**config.mk**
```make
export PLATFORM = sky130hd
export DESIGN_NAME = multicycle_ctrl_flat
export DESIGN_NICKNAME = d
export VERILOG_FILES = /design/src/rtl/multicycle_ctrl_pkg.sv /design/src/rtl/multicycle_ctrl_if.sv /design/src/rtl/multicycle_ctrl_opdec.sv /design/src/rtl/multicycle_ctrl.sv /design/src/flat_wrapper.sv
export SDC_FILE = /design/constraint.sdc
export NUM_CORES = 1
export LEC_CHECK = 0
export CORE_ASPECT_RATIO = 1.5
export CORE_MARGIN = 4
export CORE_UTILIZATION = 62
export CTS_CLUSTER_SIZE = 20
export DETAILED_ROUTE_END_ITERATION = 10
export DONT_BUFFER_PORTS = 1
export PLACE_DENSITY = 0.78
export SETUP_SLACK_MARGIN = 0.3
export SYNTH_ARGS = -nofsm -noshare
export SYNTH_HDL_FRONTEND = slang
export SYNTH_HIERARCHICAL = 1
export SYNTH_SLANG_ARGS = --single-unit
```
**constraint.sdc**
```tcl
create_clock -name clk -period 1.8 [get_ports clk]
set_input_delay 0.18 -clock clk [delete_from_list [all_inputs] [get_ports clk]]
set_output_delay 0.18 -clock clk [all_outputs]
set_load 0.1 [all_outputs]
```
**src/rtl/multicycle_ctrl_pkg.sv**
```systemverilog
// Shared encodings for the multi-cycle sequencer: opcodes, ALU/PC-mux codes, FSM states.
// The TRAP state exists only when ILLEGAL_OP_TRAP_EN is defined.
package multicycle_ctrl_pkg;

  localparam logic [3:0] OP_ADD  = 4'h0;
  localparam logic [3:0] OP_SUB  = 4'h1;
  localparam logic [3:0] OP_AND  = 4'h2;
  localparam logic [3:0] OP_OR   = 4'h3;
  localparam logic [3:0] OP_ADDI = 4'h4;
  localparam logic [3:0] OP_LW   = 4'h5;
  localparam logic [3:0] OP_SW   = 4'h6;
  localparam logic [3:0] OP_BEQ  = 4'h7;
  localparam logic [3:0] OP_JMP  = 4'h8;
  localparam logic [3:0] OP_HALT = 4'hF;

  localparam logic [2:0] ALU_OP_ADD = 3'd0;
  localparam logic [2:0] ALU_OP_SUB = 3'd1;
  localparam logic [2:0] ALU_OP_AND = 3'd2;
  localparam logic [2:0] ALU_OP_OR  = 3'd3;

  localparam logic [1:0] PC_SRC_INC  = 2'd0;
  localparam logic [1:0] PC_SRC_REL  = 2'd1;
  localparam logic [1:0] PC_SRC_JMP  = 2'd2;
  localparam logic [1:0] PC_SRC_TRAP = 2'd3;

  typedef enum logic [2:0] {
    ST_RST    = 3'd0,
    ST_FETCH  = 3'd1,
    ST_DECODE = 3'd2,
    ST_EXEC   = 3'd3,
    ST_MEM    = 3'd4,
    ST_WB     = 3'd5,
    ST_HALT   = 3'd6
`ifdef ILLEGAL_OP_TRAP_EN
    , ST_TRAP = 3'd7
`endif
  } state_e;

  typedef struct packed {
    logic rtype;
    logic imm;
    logic load;
    logic store;
    logic branch;
    logic jump;
    logic halt;
    logic illegal;
  } op_class_t;

endpackage

```
**src/rtl/multicycle_ctrl_if.sv**
```systemverilog
// Control bus between the sequencer (master) and the datapath (slave).
// trap_vec carries the PC value the datapath loads when pc_src selects the trap vector.
interface multicycle_ctrl_if #(
  parameter int CNT_W = 16
);
  logic [3:0]       ir_opcode;
  logic             zero_flag;
  logic             mem_ack;
  logic             mem_req;
  logic             mem_we;
  logic             mem_addr_sel;
  logic             ir_we;
  logic             pc_we;
  logic [1:0]       pc_src;
  logic [2:0]       alu_op;
  logic             alu_src_imm;
  logic             rf_we;
  logic             rf_wsel;
  logic             halted;
  logic             trap;
  logic [CNT_W-1:0] retire_cnt;
  logic [15:0]      trap_vec;

  modport master (
    input  ir_opcode, zero_flag, mem_ack,
    output mem_req, mem_we, mem_addr_sel, ir_we, pc_we, pc_src, alu_op,
           alu_src_imm, rf_we, rf_wsel, halted, trap, retire_cnt, trap_vec
  );

  modport slave (
    output ir_opcode, zero_flag, mem_ack,
    input  mem_req, mem_we, mem_addr_sel, ir_we, pc_we, pc_src, alu_op,
           alu_src_imm, rf_we, rf_wsel, halted, trap, retire_cnt, trap_vec
  );
endinterface

```
**src/rtl/multicycle_ctrl_opdec.sv**
```systemverilog
// Combinational opcode classifier: maps IR[15:12] to instruction-class flags and the ALU op.
module ctrl_opcode_decode
  import multicycle_ctrl_pkg::*;
(
  input  logic [3:0] opcode_i,
  output op_class_t  cls_o,
  output logic [2:0] alu_op_o
);

  // Memory ops and ADDI compute addresses/sums with ADD; BEQ compares via SUB.
  always_comb begin
    cls_o    = '0;
    alu_op_o = ALU_OP_ADD;
    case (opcode_i)
      OP_ADD:  cls_o.rtype = 1'b1;
      OP_SUB: begin
        cls_o.rtype = 1'b1;
        alu_op_o    = ALU_OP_SUB;
      end
      OP_AND: begin
        cls_o.rtype = 1'b1;
        alu_op_o    = ALU_OP_AND;
      end
      OP_OR: begin
        cls_o.rtype = 1'b1;
        alu_op_o    = ALU_OP_OR;
      end
      OP_ADDI: cls_o.imm   = 1'b1;
      OP_LW:   cls_o.load  = 1'b1;
      OP_SW:   cls_o.store = 1'b1;
      OP_BEQ: begin
        cls_o.branch = 1'b1;
        alu_op_o     = ALU_OP_SUB;
      end
      OP_JMP:  cls_o.jump = 1'b1;
      OP_HALT: cls_o.halt = 1'b1;
      default: cls_o.illegal = 1'b1;
    endcase
  end

endmodule

```
**src/rtl/multicycle_ctrl.sv**
```systemverilog
// Multi-cycle sequencer for the 16-bit core: fetch/decode/exec/mem/wb FSM plus retire counter.
// Define ILLEGAL_OP_TRAP_EN to trap illegal opcodes to TRAP_VEC; otherwise they retire as NOPs.
module multicycle_ctrl
  import multicycle_ctrl_pkg::*;
#(
  parameter logic [15:0] TRAP_VEC = 16'h00F0,
  parameter int          CNT_W    = 16
)(
  input  logic                clk,
  input  logic                rst_n,
  multicycle_ctrl_if.master   bus_if
);

  state_e           state_q, state_d;
  logic [CNT_W-1:0] retire_cnt_q, retire_cnt_d;
  logic             retire_inc;
  op_class_t        cls;
  logic [2:0]       dec_alu_op;

  ctrl_opcode_decode u_opdec (
    .opcode_i (bus_if.ir_opcode),
    .cls_o    (cls),
    .alu_op_o (dec_alu_op)
  );

  assign retire_cnt_d      = retire_inc ? retire_cnt_q + CNT_W'(1) : retire_cnt_q;
  assign bus_if.retire_cnt = retire_cnt_q;
  assign bus_if.trap_vec   = TRAP_VEC;

  always_ff @(posedge clk or negedge rst_n) begin
    if (!rst_n) begin
      state_q      <= ST_RST;
      retire_cnt_q <= '0;
    end else begin
      state_q      <= state_d;
      retire_cnt_q <= retire_cnt_d;
    end
  end

  // All strobes are pure functions of state and opcode, so reset forces them low at once.
  always_comb begin
    state_d             = state_q;
    retire_inc          = 1'b0;
    bus_if.mem_req      = 1'b0;
    bus_if.mem_we       = 1'b0;
    bus_if.mem_addr_sel = 1'b0;
    bus_if.ir_we        = 1'b0;
    bus_if.pc_we        = 1'b0;
    bus_if.pc_src       = PC_SRC_INC;
    bus_if.alu_op       = ALU_OP_ADD;
    bus_if.alu_src_imm  = 1'b0;
    bus_if.rf_we        = 1'b0;
    bus_if.rf_wsel      = 1'b0;
    bus_if.halted       = 1'b0;
    bus_if.trap         = 1'b0;

    case (state_q)
      ST_RST: state_d = ST_FETCH;

      ST_FETCH: begin
        bus_if.mem_req = 1'b1;
        if (bus_if.mem_ack) begin
          bus_if.ir_we  = 1'b1;
          bus_if.pc_we  = 1'b1;
          bus_if.pc_src = PC_SRC_INC;
          state_d       = ST_DECODE;
        end
      end

      ST_DECODE: begin
        if (cls.halt) begin
          state_d    = ST_HALT;
          retire_inc = 1'b1;
        end else if (cls.illegal) begin
`ifdef ILLEGAL_OP_TRAP_EN
          state_d    = ST_TRAP;
`else
          state_d    = ST_FETCH;
          retire_inc = 1'b1;
`endif
        end else begin
          state_d = ST_EXEC;
        end
      end

      ST_EXEC: begin
        bus_if.alu_op      = dec_alu_op;
        bus_if.alu_src_imm = cls.imm | cls.load | cls.store;
        if (cls.branch) begin
          bus_if.pc_we  = bus_if.zero_flag;
          bus_if.pc_src = PC_SRC_REL;
          state_d       = ST_FETCH;
          retire_inc    = 1'b1;
        end else if (cls.jump) begin
          bus_if.pc_we  = 1'b1;
          bus_if.pc_src = PC_SRC_JMP;
          state_d       = ST_FETCH;
          retire_inc    = 1'b1;
        end else if (cls.load || cls.store) begin
          state_d = ST_MEM;
        end else if (cls.rtype || cls.imm) begin
          state_d = ST_WB;
        end else begin
          state_d = ST_FETCH;
        end
      end

      ST_MEM: begin
        bus_if.mem_req      = 1'b1;
        bus_if.mem_addr_sel = 1'b1;
        bus_if.mem_we       = cls.store;
        if (bus_if.mem_ack) begin
          if (cls.store) begin
            state_d    = ST_FETCH;
            retire_inc = 1'b1;
          end else begin
            state_d = ST_WB;
          end
        end
      end

      ST_WB: begin
        bus_if.rf_we   = 1'b1;
        bus_if.rf_wsel = cls.load;
        state_d        = ST_FETCH;
        retire_inc     = 1'b1;
      end

      ST_HALT: bus_if.halted = 1'b1;

`ifdef ILLEGAL_OP_TRAP_EN
      ST_TRAP: begin
        bus_if.trap   = 1'b1;
        bus_if.pc_we  = 1'b1;
        bus_if.pc_src = PC_SRC_TRAP;
        state_d       = ST_FETCH;
      end
`endif

      default: state_d = ST_RST;
    endcase
  end

endmodule

```
**src/flat_wrapper.sv**
```systemverilog
// flat-port wrapper written by rule: the top's interface ports become plain ports
module multicycle_ctrl_flat import multicycle_ctrl_pkg::*;
#(
  parameter logic [15:0] TRAP_VEC = 16'h00F0,
  parameter int          CNT_W    = 16
)
  (clk, rst_n, bus_if_ir_opcode, bus_if_zero_flag, bus_if_mem_ack, bus_if_mem_req, bus_if_mem_we, bus_if_mem_addr_sel, bus_if_ir_we, bus_if_pc_we, bus_if_pc_src, bus_if_alu_op, bus_if_alu_src_imm, bus_if_rf_we, bus_if_rf_wsel, bus_if_halted, bus_if_trap, bus_if_retire_cnt, bus_if_trap_vec);
  multicycle_ctrl_if #(.CNT_W(CNT_W)) bus_if_i ();
  input  logic clk;
  input  logic rst_n;
  input wire logic [$bits(bus_if_i.ir_opcode)-1:0] bus_if_ir_opcode;
  input wire logic [$bits(bus_if_i.zero_flag)-1:0] bus_if_zero_flag;
  input wire logic [$bits(bus_if_i.mem_ack)-1:0] bus_if_mem_ack;
  output wire logic [$bits(bus_if_i.mem_req)-1:0] bus_if_mem_req;
  output wire logic [$bits(bus_if_i.mem_we)-1:0] bus_if_mem_we;
  output wire logic [$bits(bus_if_i.mem_addr_sel)-1:0] bus_if_mem_addr_sel;
  output wire logic [$bits(bus_if_i.ir_we)-1:0] bus_if_ir_we;
  output wire logic [$bits(bus_if_i.pc_we)-1:0] bus_if_pc_we;
  output wire logic [$bits(bus_if_i.pc_src)-1:0] bus_if_pc_src;
  output wire logic [$bits(bus_if_i.alu_op)-1:0] bus_if_alu_op;
  output wire logic [$bits(bus_if_i.alu_src_imm)-1:0] bus_if_alu_src_imm;
  output wire logic [$bits(bus_if_i.rf_we)-1:0] bus_if_rf_we;
  output wire logic [$bits(bus_if_i.rf_wsel)-1:0] bus_if_rf_wsel;
  output wire logic [$bits(bus_if_i.halted)-1:0] bus_if_halted;
  output wire logic [$bits(bus_if_i.trap)-1:0] bus_if_trap;
  output wire logic [$bits(bus_if_i.retire_cnt)-1:0] bus_if_retire_cnt;
  output wire logic [$bits(bus_if_i.trap_vec)-1:0] bus_if_trap_vec;
  assign bus_if_i.ir_opcode = bus_if_ir_opcode;
  assign bus_if_i.zero_flag = bus_if_zero_flag;
  assign bus_if_i.mem_ack = bus_if_mem_ack;
  assign bus_if_mem_req = bus_if_i.mem_req;
  assign bus_if_mem_we = bus_if_i.mem_we;
  assign bus_if_mem_addr_sel = bus_if_i.mem_addr_sel;
  assign bus_if_ir_we = bus_if_i.ir_we;
  assign bus_if_pc_we = bus_if_i.pc_we;
  assign bus_if_pc_src = bus_if_i.pc_src;
  assign bus_if_alu_op = bus_if_i.alu_op;
  assign bus_if_alu_src_imm = bus_if_i.alu_src_imm;
  assign bus_if_rf_we = bus_if_i.rf_we;
  assign bus_if_rf_wsel = bus_if_i.rf_wsel;
  assign bus_if_halted = bus_if_i.halted;
  assign bus_if_trap = bus_if_i.trap;
  assign bus_if_retire_cnt = bus_if_i.retire_cnt;
  assign bus_if_trap_vec = bus_if_i.trap_vec;
  multicycle_ctrl #(.TRAP_VEC(TRAP_VEC), .CNT_W(CNT_W)) u_core (.clk(clk), .rst_n(rst_n), .bus_if(bus_if_i));
endmodule
```
==> results of run 1 <==
## cells by family after synthesis
kind of cell    after synthesis
fa+ha+maj                     1
xor+xnor                     16
flops                        19
compound gates               25
mux                           1
simple gates                 64
other cells                   3
buf+inv                      29
## stage by stage
stage               hold WS [ns]  cells  setup slack [ns]
floorplan                 -0.116    173            0.0244
global placement          -0.115    206            0.0947
detailed placement        -0.115    206            0.0256
CTS                       0.0234    220            0.0863
## timing repair
| action | 4_1_cts |
|---|---|
| buffers inserted | 8 |
| gates resized for setup | 34 |
| pin swaps | 16 |
| hold buffers | 1 |
| setup endpoints to repair | 30 |
| cloned | 1 |
| hold endpoints to repair | 19 |
==> impl_metrics.yaml, run 1 <==
timing:
  postGrtWorstEndpoint: "bus_if_pc_we"
  worst-ep-kind: "output port"
outcome:
  error: "[ERROR DPL-0033] detailed placement checks failed during check placement."
  status: "aborted with a tool error"
  haltStage: "global routing (5_1_grt)"
floorplanning:
  die_width_um: 47.2
  start_util: 0.647
  die_h_um: 66.8
  io_pins: 55
  fp-row-count: 21
yosys:
  synth_commonest_cells: "buf_4 (20), dfrtp_1 (19), xor2_1 (15)"
  yosys.area_share.simple: 0.265
  synth_cells: 158
  synth.area.top_cells: "dfrtp_1 (33%), buf_4 (11%), xor2_1 (9.2%)"
  syn-cell-area_um2: 1430
  yosysMostFrequentCell: "buf_4"
  synthArstFlopShare: 1.00
  syn_avg_cell_area_um2: 9.04
  synth_top_family_by_area: "simple AND/OR/NAND/NOR gates"
  synthAdderAreaFrac: 0.00876
  synth.distinct_cells: 43
  synth-compound-area-share: 0.133
  synth_ff_type: "dfrtp_1"
  synth_seq_cells: 19
  synth_top_cell_by_area: "dfrtp_1"
  synth_top_area_frac: 0.333
  synthMuxAreaShare: 0.00789
  synth_edf_count: 0
  synth_xor_area_frac: 0.0982
  ys_warn_count: 6
  ys_seq_area_frac: 0.333
clock_network:
  cts_buffers: 3
  clock-sinks: 19
  cts_buffer_depth: 2
  h-tree-depth: 1
  clockRootBuffer: "clkbuf_4"
placement:
  hpwl_um: 2640
  port_buffers: 0
  dpl_cell_area_um2: 1810
  finalWeightedCongestion: 0.921
grt:
  grt_max_degree: 20
  antenna_found_initial: 1
==> run 2, diff against run 1 <==
--- a/config.mk
+++ b/config.mk
@@ -5,14 +5,11 @@
 export SDC_FILE = /design/constraint.sdc
 export NUM_CORES = 1
 export LEC_CHECK = 0
-export CORE_ASPECT_RATIO = 1.5
-export CORE_MARGIN = 4
-export CORE_UTILIZATION = 62
-export CTS_CLUSTER_SIZE = 20
+export CORE_AREA = 4 4 65 67
 export DETAILED_ROUTE_END_ITERATION = 10
+export DIE_AREA = 0 0 69 71
 export DONT_BUFFER_PORTS = 1
-export PLACE_DENSITY = 0.78
-export SETUP_SLACK_MARGIN = 0.3
+export PLACE_DENSITY_LB_ADDON = 0.15
 export SYNTH_ARGS = -nofsm -noshare
 export SYNTH_HDL_FRONTEND = slang
 export SYNTH_HIERARCHICAL = 1
==> run 2 against run 1 <==
- the flow now finishes without violations
- synthesized area is the same
- synthesized cell count is the same
==> impl_metrics.yaml, run 2 <==
outcome:
  status: "completed"
timing:
  clock-skew-final_ns: 0.00344
  max_freq_mhz: 579
  slew_headroom: 0.362
  worst_pin_slew_ns: 0.964
  timing.final.ws_setup_ns: 0.0723
  rsz0062_at_grt: "true"
  finalCritPeriodShare: 0.960
  period_needed_ns: 1.73
  setup_violations: 0
  drv_slew: 0
  hold_viol_final: 0
yosys:
  syn-cell-area_um2: 1430
  synth_edf_count: 0
  synth_commonest_cells: "buf_4 (20), dfrtp_1 (19), xor2_1 (15)"
  synth_ff_type: "dfrtp_1"
  synth.area.top_cells: "dfrtp_1 (33%), buf_4 (11%), xor2_1 (9.2%)"
  ys_warn_count: 6
  synth_top_cell_by_area: "dfrtp_1"
  synth.distinct_cells: 43
  ys_seq_area_frac: 0.333
  synth_cells: 158
  syn_avg_cell_area_um2: 9.04
  synth_seq_cells: 19
  synthArstFlopShare: 1.00
  yosysMostFrequentCell: "buf_4"
  synth_top_area_frac: 0.333
detailed_routing:
  drt.antenna.violating_nets: 0
  wirelength_um: 3410
  drt_first_pass_iters: 4
  vias: 1224
  dr.first_iter.drc_count: 97
  route.detailed.drc: 0
  viasPerCell: 5.12
  wl_per_cell_um: 14.3
layout:
  final_common_cell: "buf_4"
  utilization: 0.525
  fin_area_um2: 1910
  final_nets: 201
  drive_gt1_frac: 0.414
  syn2layout_area_growth_pct: 33.7
  diodes: 0
  largest_reg_flops: 16
  nFillCells: 341
  final_cell_mix: "buf_4 (28), conb_1 (18), xor2_1 (15)"
placement:
  dpl_cell_area_um2: 1830
  hpwl_um: 2580
  pre_cts_slack_ns: 0.105
  finalWeightedCongestion: 0.824
  port_buffers: 0
pwr:
  power.total_w: 0.00300
  p_leak_nw: 0.823
  p_comb_frac: 0.670
  p_int_w: 0.00120
  seq_power_share: 0.235
  irDropWorstVdd_uv: 759
  p_sw_frac: 0.600
  p_switching_w: 0.00180
  power.density_nw_per_um2: 1570
  clkPwrFrac: 0.096
critical_path:
  r2r_cells: 5
  crit_type: "reg2reg"
  r2r-start: "u_core/state_q[0]$_DFFE_PN0P_"
  critPathMaxFanout: 6
  start_kind: "flop"
  r2r_slack_ns: 0.07
  reg2reg_to: "u_core/bus_if.retire_cnt[15]$_DFFE_PN0P_"
  cp.required_ns: 1.98
  critPathArrivalTime_ns: 1.90
  cp-end-kind: "flop"
clock_network:
  cts_buffer_depth: 2
  postCtsSetupRepairBufs: 0
  clock_latency_ns: 0.25
  cts_tree: "built"
  clock-sinks: 19
  cts_buffers: 3
  clk_pin_slew_ns: 0.07
  h-tree-depth: 1
  clockRootBuffer: "clkbuf_8"
floorplanning:
  die_h_um: 71
  core_um2: 3630
  die_width_um: 69
  fp-row-count: 22
  io_pins: 55
  start_util: 0.393
  dieArea_um2: 4900
grt:
  grt_pass1_vias: 1176
  grt_pass1_wl_um: 5500
  grt.total_usage: 0.134
  grt_overflow_total: 0
  grt_max_degree: 20
  antenna_found_initial: 0
run:
  drv_cap: 0
hold_path:
  hold_end: "u_core/state_q[0]$_DFFE_PN0P_"
  hold_depth: 1
  hold_path.class: "in2reg"
  min_from: "bus_if_mem_ack"
==> run 2: cell counts after synthesis <==
No cell type changed its count.
==> run 2: critical path, stage by stage, from the launching register on <==
cell       delay (ns)
dfrtp_1          0.44
or3b_1           0.44
a2bb2oi_4        0.17
buf_4            0.16
a211oi_1         0.28
xor2_1           0.17
==> run 2: what timing repair did <==
item                                    CTS  global route
resized for setup                         0             4
hold buffers                              1             0
cloned                                    0             1
endpoints found under the setup margin    1             3
hold endpoints to repair                 19             0
pin swaps                                 1             1
==> run 2: per-layer routing <==
| metal | track usage | part of all wire | up-vias |
|---|---|---|---|
| met5 | 0 | 0 | - |
| met4 | 0.0564 | 0 | 0 |
| met3 | 0.0284 | 0.069 | 0 |
| met2 | 0.212 | 0.49 | 51 |
| met1 | 0.178 | 0.44 | 586 |
| li1 | - | - | 587 |
==> run 2: per-stage QoR <==
stage	hold slack, ns	setup TNS (ns)	std cells
after global routing	0.103	-0.00487	239
final	0.111	0	239
after floorplan	-0.116	-0.251	173
after global placement	-0.115	0	234
after detailed placement	-0.115	0	234
after CTS	0.110	0	238
==> run 2: area by class of cell <==
cell class                      count  area [um2]  share of cell area
Sequential cell                    19         492               0.258
Clock inverter                      1        5.00             0.00262
Clock buffer                        3        41.3              0.0216
Inverter                            3        11.3             0.00590
Multi-Input combinational cell    126         887               0.465
Timing Repair Buffer               39         412               0.216
Tap cell                           48        60.1              0.0315
==> run 2: kinds of logic (layout without fill, tap and decap cells) <==
kind of cell | after synthesis | after routing | synth area share
buf+inv | 29 | 46 | 0.146
fa+ha+maj | 1 | 1 | 0.00876
simple gates | 64 | 65 | 0.265
mux | 1 | 1 | 0.00789
compound gates | 25 | 25 | 0.133
other cells | 3 | 18 | 0.00789
flops | 19 | 19 | 0.333
xor+xnor | 16 | 16 | 0.0982
==> run 2: worst max-delay path by stage <==
stage | startpoint | to | cells after the start
global placement | bus_if_ir_opcode[2] | u_core/bus_if.retire_cnt[2]$_DFFE_PN0P_ | 7
floorplan | bus_if_ir_opcode[1] | bus_if_pc_we | 5
global route | u_core/state_q[2]$_DFFE_PN0P_ | bus_if_pc_src[1] | 5
finish | u_core/state_q[0]$_DFFE_PN0P_ | u_core/bus_if.retire_cnt[15]$_DFFE_PN0P_ | 5
detailed placement | bus_if_ir_opcode[2] | u_core/bus_if.retire_cnt[2]$_DFFE_PN0P_ | 7
CTS | u_core/state_q[2]$_DFFE_PN0P_ | bus_if_pc_we | 5
==> run 2: power groups by stage <==
stage                     Clock, W  Sequential (W)  Combinational (W)
after floorplan                  0         0.00122            0.00107
after global placement           0        0.000697            0.00198
after detailed placement         0        0.000703            0.00199
after CTS                 0.000299        0.000696            0.00199
after global routing      0.000321        0.000725            0.00209
final                     0.000287        0.000704            0.00201
Power figures use the tool's default switching activity.
==> run 3, diff against run 2 <==
--- a/config.mk
+++ b/config.mk
@@ -5,11 +5,12 @@
 export SDC_FILE = /design/constraint.sdc
 export NUM_CORES = 1
 export LEC_CHECK = 0
-export CORE_AREA = 4 4 65 67
+export CORE_MARGIN = 3
+export CORE_UTILIZATION = 30
 export DETAILED_ROUTE_END_ITERATION = 10
-export DIE_AREA = 0 0 69 71
 export DONT_BUFFER_PORTS = 1
 export PLACE_DENSITY_LB_ADDON = 0.15
+export REMOVE_ABC_BUFFERS = 1
 export SYNTH_ARGS = -nofsm -noshare
 export SYNTH_HDL_FRONTEND = slang
 export SYNTH_HIERARCHICAL = 1
==> run 3 against run 2 <==
- worst hold slack got worse by 0.029 ns
- clock skew rose by 0.0010 ns
- design area fell by 1.6%
- critical endpoint is now bus_if_rf_wsel
- first-iteration DRC count fell by 25%
- via count fell by 2.7%
- die area rose by 15%
- combinational power barely moved
- maximum frequency rose by 0.89%
- routed wire length fell by 4.3%
==> impl_metrics.yaml, run 3 (synthesis results as in run 2) <==
floorplanning:
  fp-row-count: 24
  start_util: 0.319
  die_width_um: 75.0
  core_um2: 4470
  die_h_um: 75.0
  io_pins: 55
  dieArea_um2: 5620
pwr:
  p_leak_nw: 0.829
  irDropWorstVdd_uv: 605
  power.total_w: 0.00299
  power.density_nw_per_um2: 1590
detailed_routing:
  route.detailed.drc: 0
  drt.antenna.violating_nets: 0
  viasPerCell: 4.90
  dr.first_iter.drc_count: 73
  vias: 1191
  wirelength_um: 3260
  drt_first_pass_iters: 4
  wl_per_cell_um: 13.4
clock_network:
  cts_buffers: 3
  clockRootBuffer: "clkbuf_8"
  h-tree-depth: 1
  clock_latency_ns: 0.26
  clk_pin_slew_ns: 0.07
  clock-sinks: 19
  cts_buffer_depth: 2
  cts_tree: "built"
timing:
  rsz0062_at_grt: "false"
  drv_slew: 0
  worst_pin_slew_ns: 0.961
  hold_viol_final: 0
  max_freq_mhz: 584
  clock-skew-final_ns: 0.00449
  finalCritPeriodShare: 0.951
  slew_headroom: 0.364
  period_needed_ns: 1.71
  setup_violations: 0
layout:
  diodes: 0
  final_common_cell: "buf_4"
  drive_gt1_frac: 0.340
  final_cell_mix: "buf_4 (28), conb_1 (18), dfrtp_1 (17)"
  final_nets: 201
  syn2layout_area_growth_pct: 31.5
  largest_reg_flops: 16
  fin_area_um2: 1880
placement:
  port_buffers: 0
  dpl_cell_area_um2: 1780
  hpwl_um: 2520
  finalWeightedCongestion: 0.793
grt:
  grt.total_usage: 0.116
  grt_overflow_total: 0
  antenna_found_initial: 0
  grt_pass1_wl_um: 5140
  grt_pass1_vias: 1139
  grt_max_degree: 20
critical_path:
  start_kind: "flop"
  critPathMaxFanout: 7
  cp-end-kind: "output pin"
  cp.required_ns: 1.62
  crit_type: "reg2out"
  critPathArrivalTime_ns: 1.53
run:
  drv_cap: 0
hold_path:
  hold_path.class: "in2reg"
outcome:
  status: "completed"
-- run 3: area by class of cell --
type	instances	area (um2)
timing repair buffer	40	445
clock inverter	1	5.00
multi-input combinational	125	831
sequential	19	478
fill	440	2600
tap	52	65.1
inverter	3	11.3
clock buffer	3	41.3
-- run 3: metrics by stage --
| step | TNS (ns) | cells | util | hold WS, ns | setup WS, ns |
|---|---|---|---|---|---|
| after floorplan | -9.55 | 147 | - | -0.116 | -1.32 |
| after global placement | -0.0270 | 237 | 0.398 | -0.115 | -0.0270 |
| after detailed placement | -0.0982 | 237 | 0.398 | -0.115 | -0.0912 |
| after CTS | -0.0147 | 242 | 0.414 | 0.0764 | -0.0147 |
| after global routing | 0 | 243 | 0.419 | 0.0688 | 0.0132 |
| final | 0 | 243 | 0.419 | 0.0819 | 0.0876 |
-- run 3: critical path, stage by stage, from the launching register on --
cell	delay, ns
dfrtp_2	0.44
and3b_2	0.31
buf_12	0.19
and2_4	0.17
buf_12	0.17
-- run 3: final timing paths --
path	start	endpoint	slack [ns]	cells past startpoint
min	bus_if_mem_ack	u_core/state_q[0]$_DFFE_PN0P_	0.08	1
min in group asynchronous	rst_n	u_core/bus_if.retire_cnt[11]$_DFFE_PN0P_	0.48	1
max	u_core/state_q[1]$_DFFE_PN0P_	bus_if_rf_wsel	0.09	4
max in group asynchronous	rst_n	u_core/state_q[0]$_DFFE_PN0P_	0.72	1
min reg2reg	u_core/bus_if.retire_cnt[15]$_DFFE_PN0P_	u_core/bus_if.retire_cnt[15]$_DFFE_PN0P_	0.46	1
max reg2reg	u_core/state_q[0]$_DFFE_PN0P_	u_core/bus_if.retire_cnt[9]$_DFFE_PN0P_	0.09	5
-- run 3: what timing repair did --
action / in CTS / in global routing
hold buffers: 1 / 0
resized for setup: 2 / 7
pin swaps: 0 / 1
hold endpoints to repair: 19 / 0
buffers inserted: 0 / 1
setup endpoints to repair: 2 / 4
-- run 3: report_power, final --
part / switching [W] / total, W / internal, W
combinational: 0.00153 / 0.00204 / 0.000504
clock: 0.000145 / 0.000299 / 0.000154
sequential: 0.000119 / 0.000653 / 0.000533
-- run 3: layer usage --
layer  GRT usage  share of wire  vias to the layer above
met3      0.0334          0.072                        2
met2       0.180           0.46                       36
met4      0.0316         0.0025                        0
li1            -              -                      583
met5           0              0                        -
met1       0.157           0.46                      570
